$ cat src/rtl/qp_mem_arbiter_if.sv
`default_nettype none
// ============================================================================
// Module   : qp_mem_arbiter_if
// Brief    : Requester, SRAM-port and read-return bundle for qp_mem_arbiter.
// Revision : 1.0
// ============================================================================
interface qp_mem_arbiter_if #(
    parameter int ADDR_W = 9,
    parameter int DATA_W = 55
);
    logic              core_req;
    logic              core_we;
    logic              core_lock;
    logic [ADDR_W-1:0] core_addr;
    logic [DATA_W-1:0] core_wdata;
    logic              core_gnt;
    logic              core_rvalid;
    logic [DATA_W-1:0] core_rdata;

    logic              wbs_req;
    logic              wbs_we;
    logic [ADDR_W-1:0] wbs_addr;
    logic [DATA_W-1:0] wbs_wdata;
    logic              wbs_gnt;
    logic              wbs_rvalid;
    logic [DATA_W-1:0] wbs_rdata;

    logic              mem_csb0;
    logic              mem_web0;
    logic [ADDR_W-1:0] mem_addr0;
    logic [DATA_W-1:0] mem_wpatch0;
    logic [DATA_W-1:0] mem_rpatch0;

    // master: the two requesters plus the SRAM read-data source; slave: the arbiter
    modport master (
        output core_req, core_we, core_lock, core_addr, core_wdata,
        input  core_gnt, core_rvalid, core_rdata,
        output wbs_req, wbs_we, wbs_addr, wbs_wdata,
        input  wbs_gnt, wbs_rvalid, wbs_rdata,
        input  mem_csb0, mem_web0, mem_addr0, mem_wpatch0,
        output mem_rpatch0
    );

    modport slave (
        input  core_req, core_we, core_lock, core_addr, core_wdata,
        output core_gnt, core_rvalid, core_rdata,
        input  wbs_req, wbs_we, wbs_addr, wbs_wdata,
        output wbs_gnt, wbs_rvalid, wbs_rdata,
        output mem_csb0, mem_web0, mem_addr0, mem_wpatch0,
        input  mem_rpatch0
    );
endinterface
`default_nettype wire

$ cat src/rtl/qp_mem_arbiter.sv
`default_nettype none
// ============================================================================
// Module   : qp_mem_arbiter
// Brief    : Core-priority arbiter for the query-patch SRAM with wishbone
//            starvation guard and debug lockout. Optional perf counters are
//            enabled by defining QP_ARB_PERF_CNT_EN.
// Revision : 1.0
// ============================================================================
module qp_mem_arbiter #(
    parameter int ADDR_W   = 9,
    parameter int DATA_W   = 55,
    parameter int MAX_WAIT = 8,
    parameter int CNT_W    = 4
) (
    input  wire         wb_clk_i,
    input  wire         wb_rst_i,
    input  wire         wbs_debug,
    qp_mem_arbiter_if.slave bus
`ifdef QP_ARB_PERF_CNT_EN
    ,
    input  wire         perf_clr,
    output logic [15:0] perf_conflict,
    output logic [15:0] perf_forced
`endif
);
    localparam logic [1:0]       c_CORE_PRI  = 2'd0;
    localparam logic [1:0]       c_CORE_LOCK = 2'd1;
    localparam logic [1:0]       c_WBS_FORCE = 2'd2;
    localparam logic [CNT_W-1:0] c_MAX_WAIT  = CNT_W'(MAX_WAIT);

    logic [1:0]       r_state;
    logic [1:0]       w_state_next;
    logic [CNT_W-1:0] r_wait_cnt;
    logic [CNT_W-1:0] w_wait_cnt_next;
    logic             w_core_gnt;
    logic             w_wbs_gnt;
    logic             r_core_rvalid;
    logic             r_wbs_rvalid;

    always_ff @(posedge wb_clk_i or posedge wb_rst_i) begin
        if (wb_rst_i) begin
            r_state <= c_CORE_PRI;
        end else begin
            r_state <= w_state_next;
        end
    end

    always_comb begin
        w_state_next = r_state;
        case (r_state)
            c_CORE_PRI:  if (w_core_gnt && bus.core_lock) w_state_next = c_CORE_LOCK;
            c_CORE_LOCK: if (wbs_debug || !(w_core_gnt && bus.core_lock)) w_state_next = c_CORE_PRI;
            c_WBS_FORCE: w_state_next = c_CORE_PRI;
            default:     w_state_next = c_CORE_PRI;
        endcase
        // The counter only reaches the limit on a denied cycle, so forcing wins over locking
        if (w_wait_cnt_next == c_MAX_WAIT) w_state_next = c_WBS_FORCE;
    end

    always_comb begin
        w_core_gnt = 1'b0;
        w_wbs_gnt  = 1'b0;
        if (!wb_rst_i) begin
            case (r_state)
                c_CORE_PRI: begin
                    if (wbs_debug)         w_wbs_gnt  = bus.wbs_req;
                    else if (bus.core_req) w_core_gnt = 1'b1;
                    else                   w_wbs_gnt  = bus.wbs_req;
                end
                // Debug releases the lock in the same cycle it appears
                c_CORE_LOCK: begin
                    if (wbs_debug) w_wbs_gnt  = bus.wbs_req;
                    else           w_core_gnt = bus.core_req;
                end
                c_WBS_FORCE: w_wbs_gnt = bus.wbs_req;
                default: ;
            endcase
        end
    end

    always_comb begin
        w_wait_cnt_next = r_wait_cnt;
        if (w_wbs_gnt || !bus.wbs_req) begin
            w_wait_cnt_next = '0;
        end else if (!wbs_debug && (r_wait_cnt != c_MAX_WAIT)) begin
            w_wait_cnt_next = r_wait_cnt + 1'b1;
        end
    end

    always_ff @(posedge wb_clk_i or posedge wb_rst_i) begin
        if (wb_rst_i) begin
            r_wait_cnt    <= '0;
            r_core_rvalid <= 1'b0;
            r_wbs_rvalid  <= 1'b0;
        end else begin
            r_wait_cnt    <= w_wait_cnt_next;
            r_core_rvalid <= w_core_gnt && !bus.core_we;
            r_wbs_rvalid  <= w_wbs_gnt && !bus.wbs_we;
        end
    end

    always_comb begin
        bus.mem_csb0    = 1'b1;
        bus.mem_web0    = 1'b1;
        bus.mem_addr0   = '0;
        bus.mem_wpatch0 = '0;
        if (w_core_gnt) begin
            bus.mem_csb0    = 1'b0;
            bus.mem_web0    = ~bus.core_we;
            bus.mem_addr0   = bus.core_addr;
            bus.mem_wpatch0 = bus.core_wdata;
        end else if (w_wbs_gnt) begin
            bus.mem_csb0    = 1'b0;
            bus.mem_web0    = ~bus.wbs_we;
            bus.mem_addr0   = bus.wbs_addr;
            bus.mem_wpatch0 = bus.wbs_wdata;
        end
    end

    assign bus.core_gnt    = w_core_gnt;
    assign bus.wbs_gnt     = w_wbs_gnt;
    assign bus.core_rvalid = r_core_rvalid;
    assign bus.wbs_rvalid  = r_wbs_rvalid;
    assign bus.core_rdata  = r_core_rvalid ? bus.mem_rpatch0 : '0;
    assign bus.wbs_rdata   = r_wbs_rvalid  ? bus.mem_rpatch0 : '0;

`ifdef QP_ARB_PERF_CNT_EN
    logic w_forced_entry;
    assign w_forced_entry = (w_state_next == c_WBS_FORCE) && (r_state != c_WBS_FORCE);

    always_ff @(posedge wb_clk_i or posedge wb_rst_i) begin
        if (wb_rst_i) begin
            perf_conflict <= '0;
            perf_forced   <= '0;
        end else if (perf_clr) begin
            perf_conflict <= '0;
            perf_forced   <= '0;
        end else begin
            if (bus.core_req && bus.wbs_req && (perf_conflict != 16'hFFFF))
                perf_conflict <= perf_conflict + 16'd1;
            if (w_forced_entry && (perf_forced != 16'hFFFF))
                perf_forced <= perf_forced + 16'd1;
        end
    end
`endif
endmodule
`default_nettype wire

$ cat src/flat_wrapper.sv
// flat-port wrapper written by rule: the top's interface ports become plain ports
module qp_mem_arbiter_flat 
#(
    parameter int ADDR_W   = 9,
    parameter int DATA_W   = 55,
    parameter int MAX_WAIT = 8,
    parameter int CNT_W    = 4
)
  (wb_clk_i, wb_rst_i, wbs_debug, bus_core_req, bus_core_we, bus_core_lock, bus_core_addr, bus_core_wdata, bus_core_gnt, bus_core_rvalid, bus_core_rdata, bus_wbs_req, bus_wbs_we, bus_wbs_addr, bus_wbs_wdata, bus_wbs_gnt, bus_wbs_rvalid, bus_wbs_rdata, bus_mem_csb0, bus_mem_web0, bus_mem_addr0, bus_mem_wpatch0, bus_mem_rpatch0);
  qp_mem_arbiter_if #(.ADDR_W(ADDR_W), .DATA_W(DATA_W)) bus_i ();
  input  wire wb_clk_i;
  input  wire wb_rst_i;
  input  wire wbs_debug;
  input wire logic [$bits(bus_i.core_req)-1:0] bus_core_req;
  input wire logic [$bits(bus_i.core_we)-1:0] bus_core_we;
  input wire logic [$bits(bus_i.core_lock)-1:0] bus_core_lock;
  input wire logic [$bits(bus_i.core_addr)-1:0] bus_core_addr;
  input wire logic [$bits(bus_i.core_wdata)-1:0] bus_core_wdata;
  output wire logic [$bits(bus_i.core_gnt)-1:0] bus_core_gnt;
  output wire logic [$bits(bus_i.core_rvalid)-1:0] bus_core_rvalid;
  output wire logic [$bits(bus_i.core_rdata)-1:0] bus_core_rdata;
  input wire logic [$bits(bus_i.wbs_req)-1:0] bus_wbs_req;
  input wire logic [$bits(bus_i.wbs_we)-1:0] bus_wbs_we;
  input wire logic [$bits(bus_i.wbs_addr)-1:0] bus_wbs_addr;
  input wire logic [$bits(bus_i.wbs_wdata)-1:0] bus_wbs_wdata;
  output wire logic [$bits(bus_i.wbs_gnt)-1:0] bus_wbs_gnt;
  output wire logic [$bits(bus_i.wbs_rvalid)-1:0] bus_wbs_rvalid;
  output wire logic [$bits(bus_i.wbs_rdata)-1:0] bus_wbs_rdata;
  output wire logic [$bits(bus_i.mem_csb0)-1:0] bus_mem_csb0;
  output wire logic [$bits(bus_i.mem_web0)-1:0] bus_mem_web0;
  output wire logic [$bits(bus_i.mem_addr0)-1:0] bus_mem_addr0;
  output wire logic [$bits(bus_i.mem_wpatch0)-1:0] bus_mem_wpatch0;
  input wire logic [$bits(bus_i.mem_rpatch0)-1:0] bus_mem_rpatch0;
  assign bus_i.core_req = bus_core_req;
  assign bus_i.core_we = bus_core_we;
  assign bus_i.core_lock = bus_core_lock;
  assign bus_i.core_addr = bus_core_addr;
  assign bus_i.core_wdata = bus_core_wdata;
  assign bus_core_gnt = bus_i.core_gnt;
  assign bus_core_rvalid = bus_i.core_rvalid;
  assign bus_core_rdata = bus_i.core_rdata;
  assign bus_i.wbs_req = bus_wbs_req;
  assign bus_i.wbs_we = bus_wbs_we;
  assign bus_i.wbs_addr = bus_wbs_addr;
  assign bus_i.wbs_wdata = bus_wbs_wdata;
  assign bus_wbs_gnt = bus_i.wbs_gnt;
  assign bus_wbs_rvalid = bus_i.wbs_rvalid;
  assign bus_wbs_rdata = bus_i.wbs_rdata;
  assign bus_mem_csb0 = bus_i.mem_csb0;
  assign bus_mem_web0 = bus_i.mem_web0;
  assign bus_mem_addr0 = bus_i.mem_addr0;
  assign bus_mem_wpatch0 = bus_i.mem_wpatch0;
  assign bus_i.mem_rpatch0 = bus_mem_rpatch0;
  qp_mem_arbiter #(.ADDR_W(ADDR_W), .DATA_W(DATA_W), .MAX_WAIT(MAX_WAIT), .CNT_W(CNT_W)) u_core (.wb_clk_i(wb_clk_i), .wb_rst_i(wb_rst_i), .wbs_debug(wbs_debug), .bus(bus_i));
endmodule
$ cat config.mk
export PLATFORM = sky130hd
export DESIGN_NAME = qp_mem_arbiter_flat
export DESIGN_NICKNAME = d
export VERILOG_FILES = /design/src/rtl/qp_mem_arbiter_if.sv /design/src/rtl/qp_mem_arbiter.sv /design/src/flat_wrapper.sv
export SDC_FILE = /design/constraint.sdc
export NUM_CORES = 1
export LEC_CHECK = 0
export BUFFER_PORTS_ARGS = -buffer_cell sky130_fd_sc_hd__buf_2
export CAP_MARGIN = 30
export CORE_AREA = 8 8 137 139
export DETAILED_ROUTE_END_ITERATION = 10
export DIE_AREA = 0 0 145 147
export SLEW_MARGIN = 15
export SYNTH_ARGS = -nofsm -noshare
export SYNTH_HDL_FRONTEND = slang
export SYNTH_SLANG_ARGS = --single-unit
$ cat constraint.sdc
create_clock -name wb_clk_i -period 2.2 [get_ports wb_clk_i]
set_input_delay 0.33 -clock wb_clk_i [delete_from_list [all_inputs] [get_ports wb_clk_i]]
set_output_delay 0.33 -clock wb_clk_i [all_outputs]
set_load 0.01 [all_outputs]
==> impl_results.md <==
* Outcome: complete, no violations
* Final hold violation count at 0
* Critical path arrival at about 1.7 ns
* Height of the die at 147 um
* Critical path startpoint category: register
* CP Max Fanout at 57
* Wire per inst at 15.32 um
* EDFF count, synth at 0
* Clk Latency, worst-skew pair at 0.24 ns
* Synthesized Nets at between 400 and 500
* Netlist cell types at 32
* Share of async-settable or async-resettable flops after synthesis at 100.0%
* Clock skew at around 0.0028 ns
* Ys Warns at 0
* Initial antenna violation count at 0
* Via density at 3.926
* Port Buffers at between 300 and 400
* Final setup fails at 0
* Period utilisation layout at approximately 93%
* RSZ-0062 raised after global routing: no
* Routed Antenna Nets at 0
* First-pass GRT wire length at 18890 um
* Synthesized area at between 1500 and 2000 um2
* Dpl cells at around 820
* DR vias at ~3200
* Final wirelength at 12590 um
* Synth area leader: and2_1
* Register bit total from synthesis at 8
* CTS HTree Levels at 1
* Ys flop type: dfrtp_1
* Max Cap Violations at 0
* Io pins at around 370
* Die Wd at 145 um
* Layout cell share with drive strength beyond 1 at 64.15%
* Setup CP Type: reg -> out
* Delay-heaviest family, CP: simple AND/OR/NAND/NOR gates
* Iter 0 DRT Violations at 158
* # DRC at 0
* Num CTS Buffers at 3
* Ant diodes at 0
* Top post-synthesis cells by area: and2_1, a22o_1, dfrtp_1
* Clk pin slew, worst setup/hold paths at 0.04 ns
* Slew at the pin closest to its max-slew limit at 0.4279 ns
* Aggregate global-route resource usage at 10.75%
* # hold bufs at CTS at 0
* Final Non-Filler Cells at roughly 820
* Synth top area share at ~38%
* Fmax at around 0.5 GHz
* Crit-path max cell delay at 0.35 ns
* Sequential-to-total area share from yosys stat at between 10% and 20%
* # nets final at slightly below 800
* Rel. slew slack at between 70% and 80%
* TritonCTS clock tree: yes
* Slowest-stage cell, CP: dfrtp_1
* Count leader, synth: and2_1
* Final Wtd Congestion at about 0.86
* Core area at between 15000 and 20000 um2
* Hold WC Path Type: in -> async
* Clock sinks at 8
* Setup crit end kind: output pin
* Avg Synthesized Cell Area at roughly 7.5 um2
* Post-CTS setup buffers at 0
* Critical Path RT at around 1.9 ns
* Vias in the first global route at 3294
* Worst-path cell chain: or2_1 > o22ai_1 > and2_2 > buf_12 > a22o_1 > buf_2
* Area Overhead vs Synth at 115.6%
* Row count at 48
* GR Overflow Total at 0
* Largest net degree at the start of global routing at 66
* Clk buf depth at 2
* Fin Setup TNS at 0 ns
* Power Density at between 200 and 300 nW/um2
* Tmin final at around 2.1 ns
* Commonest cells post-synth: and2_1, a22o_1, clkbuf_1
* Root Driver: clkbuf_16
* Max VDD drop at 0.1827 mV
* Cells after synthesis at roughly 250
* Slew Limit Fails at 0
* Full die area at roughly 21000 um2
* Post_cts resized at 0
* Leak Pwr at 2.538 nW
* Initial core utilization at between 10% and 20%
* Dpl hpwl at about 11000 um
* Drt first pass iters at 4
* Crit path buffers/inverters at 2
worst paths after layout:
path,start,to,slack (ns),cells past startpoint
min in group wb_clk_i,bus_wbs_we,u_core.bus.wbs_rvalid,0.27,2
max in group asynchronous,wb_rst_i,u_core.r_state[1],1.87,2
worst min-delay path,wb_rst_i,u_core.bus.wbs_rvalid,0.09,2
worst max register to register,u_core.r_wait_cnt[0],u_core.r_state[0],0.65,6
worst min register to register,u_core.r_wait_cnt[1],u_core.r_wait_cnt[1],0.60,2
worst max-delay path,u_core.r_state[0],bus_mem_addr0[0],0.15,6
state kept, by name, indices dropped and copies added (netlist names):
name,count
u_core.bus.wbs_rvalid,1
u_core.r_wait_cnt,4
u_core.bus.core_rvalid,1
u_core.r_state,2
metal layers:
metal | track usage (%) | up-vias | wire, um
met5 | 0 | - | 0
met4 | 2.630 | 0 | 161
met2 | 17.90 | 246 | 5837
met3 | 4.306 | 11 | 1538
li1 | - | 1570 | -
met1 | 12.62 | 1400 | 5051
layout make-up:
type / instances / area (um2)
Tap cell: 225 / 281.5
Sequential cell: 8 / 200.2
Fill cell: 1882 / 12770
Timing Repair Buffer: 376 / 1922
Inverter: 3 / 11.26
Multi-Input combinational cell: 207 / 1491
Clock buffer: 3 / 75.07
kinds of logic (layout without fill, tap and decap cells):
family / after synthesis / count (layout) / share of synthesized area, %
muxes: 2 / 2 / 1.084
buffers and inverters: 30 / 382 / 8.468
xor gates and xnor gates: 2 / 2 / 0.9487
AOI/OAI and AO/OA: 72 / 72 / 33.40
and+or+nand+nor: 129 / 129 / 43.90
adders and majority gates: 2 / 2 / 1.355
DFF: 8 / 8 / 10.84
power breakdown:
part           internal, W  switching (W)  leakage (nW)  total [W]
combinational     0.000297       0.000280          2.39   0.000577
sequential        0.000151     0.00000340         0.110   0.000155
clock             0.000235      0.0000759        0.0370   0.000311
per-stage QoR:
stage	hold slack (ns)	worst slack, ns	instance area (um2)	util (%)	power [W]
6_report	0.08749	0.1498	3981	23.76	0.001042
5_1_grt	0.1218	0.06355	3981	23.76	0.001114
4_1_cts	0.09327	0.1523	3981	23.76	0.001061
3_5_place_dp	0.3443	0.2541	3906	23.31	0.0007401
3_3_place_gp	0.3439	0.2730	3906	23.31	0.0007373
2_1_floorplan	0.1457	0.4740	1847	-	0.0004079
cell usage in the layout, fill, tap and decap left out, types with 2 or more instances in the layout:
cell type | synthesis | final
a22o_1 | 64 | 64
and2_1 | 111 | 110
buf_12 | 0 | 2
buf_2 | 5 | 370
buf_4 | 1 | 4
clkbuf_16 | 0 | 3
dfrtp_1 | 8 | 8
ha_1 | 2 | 2
inv_1 | 3 | 3
mux2i_1 | 2 | 2
nand2_1 | 2 | 2
nor2_1 | 5 | 5
nor2b_1 | 3 | 3
(Power assumes the default switching activity.)
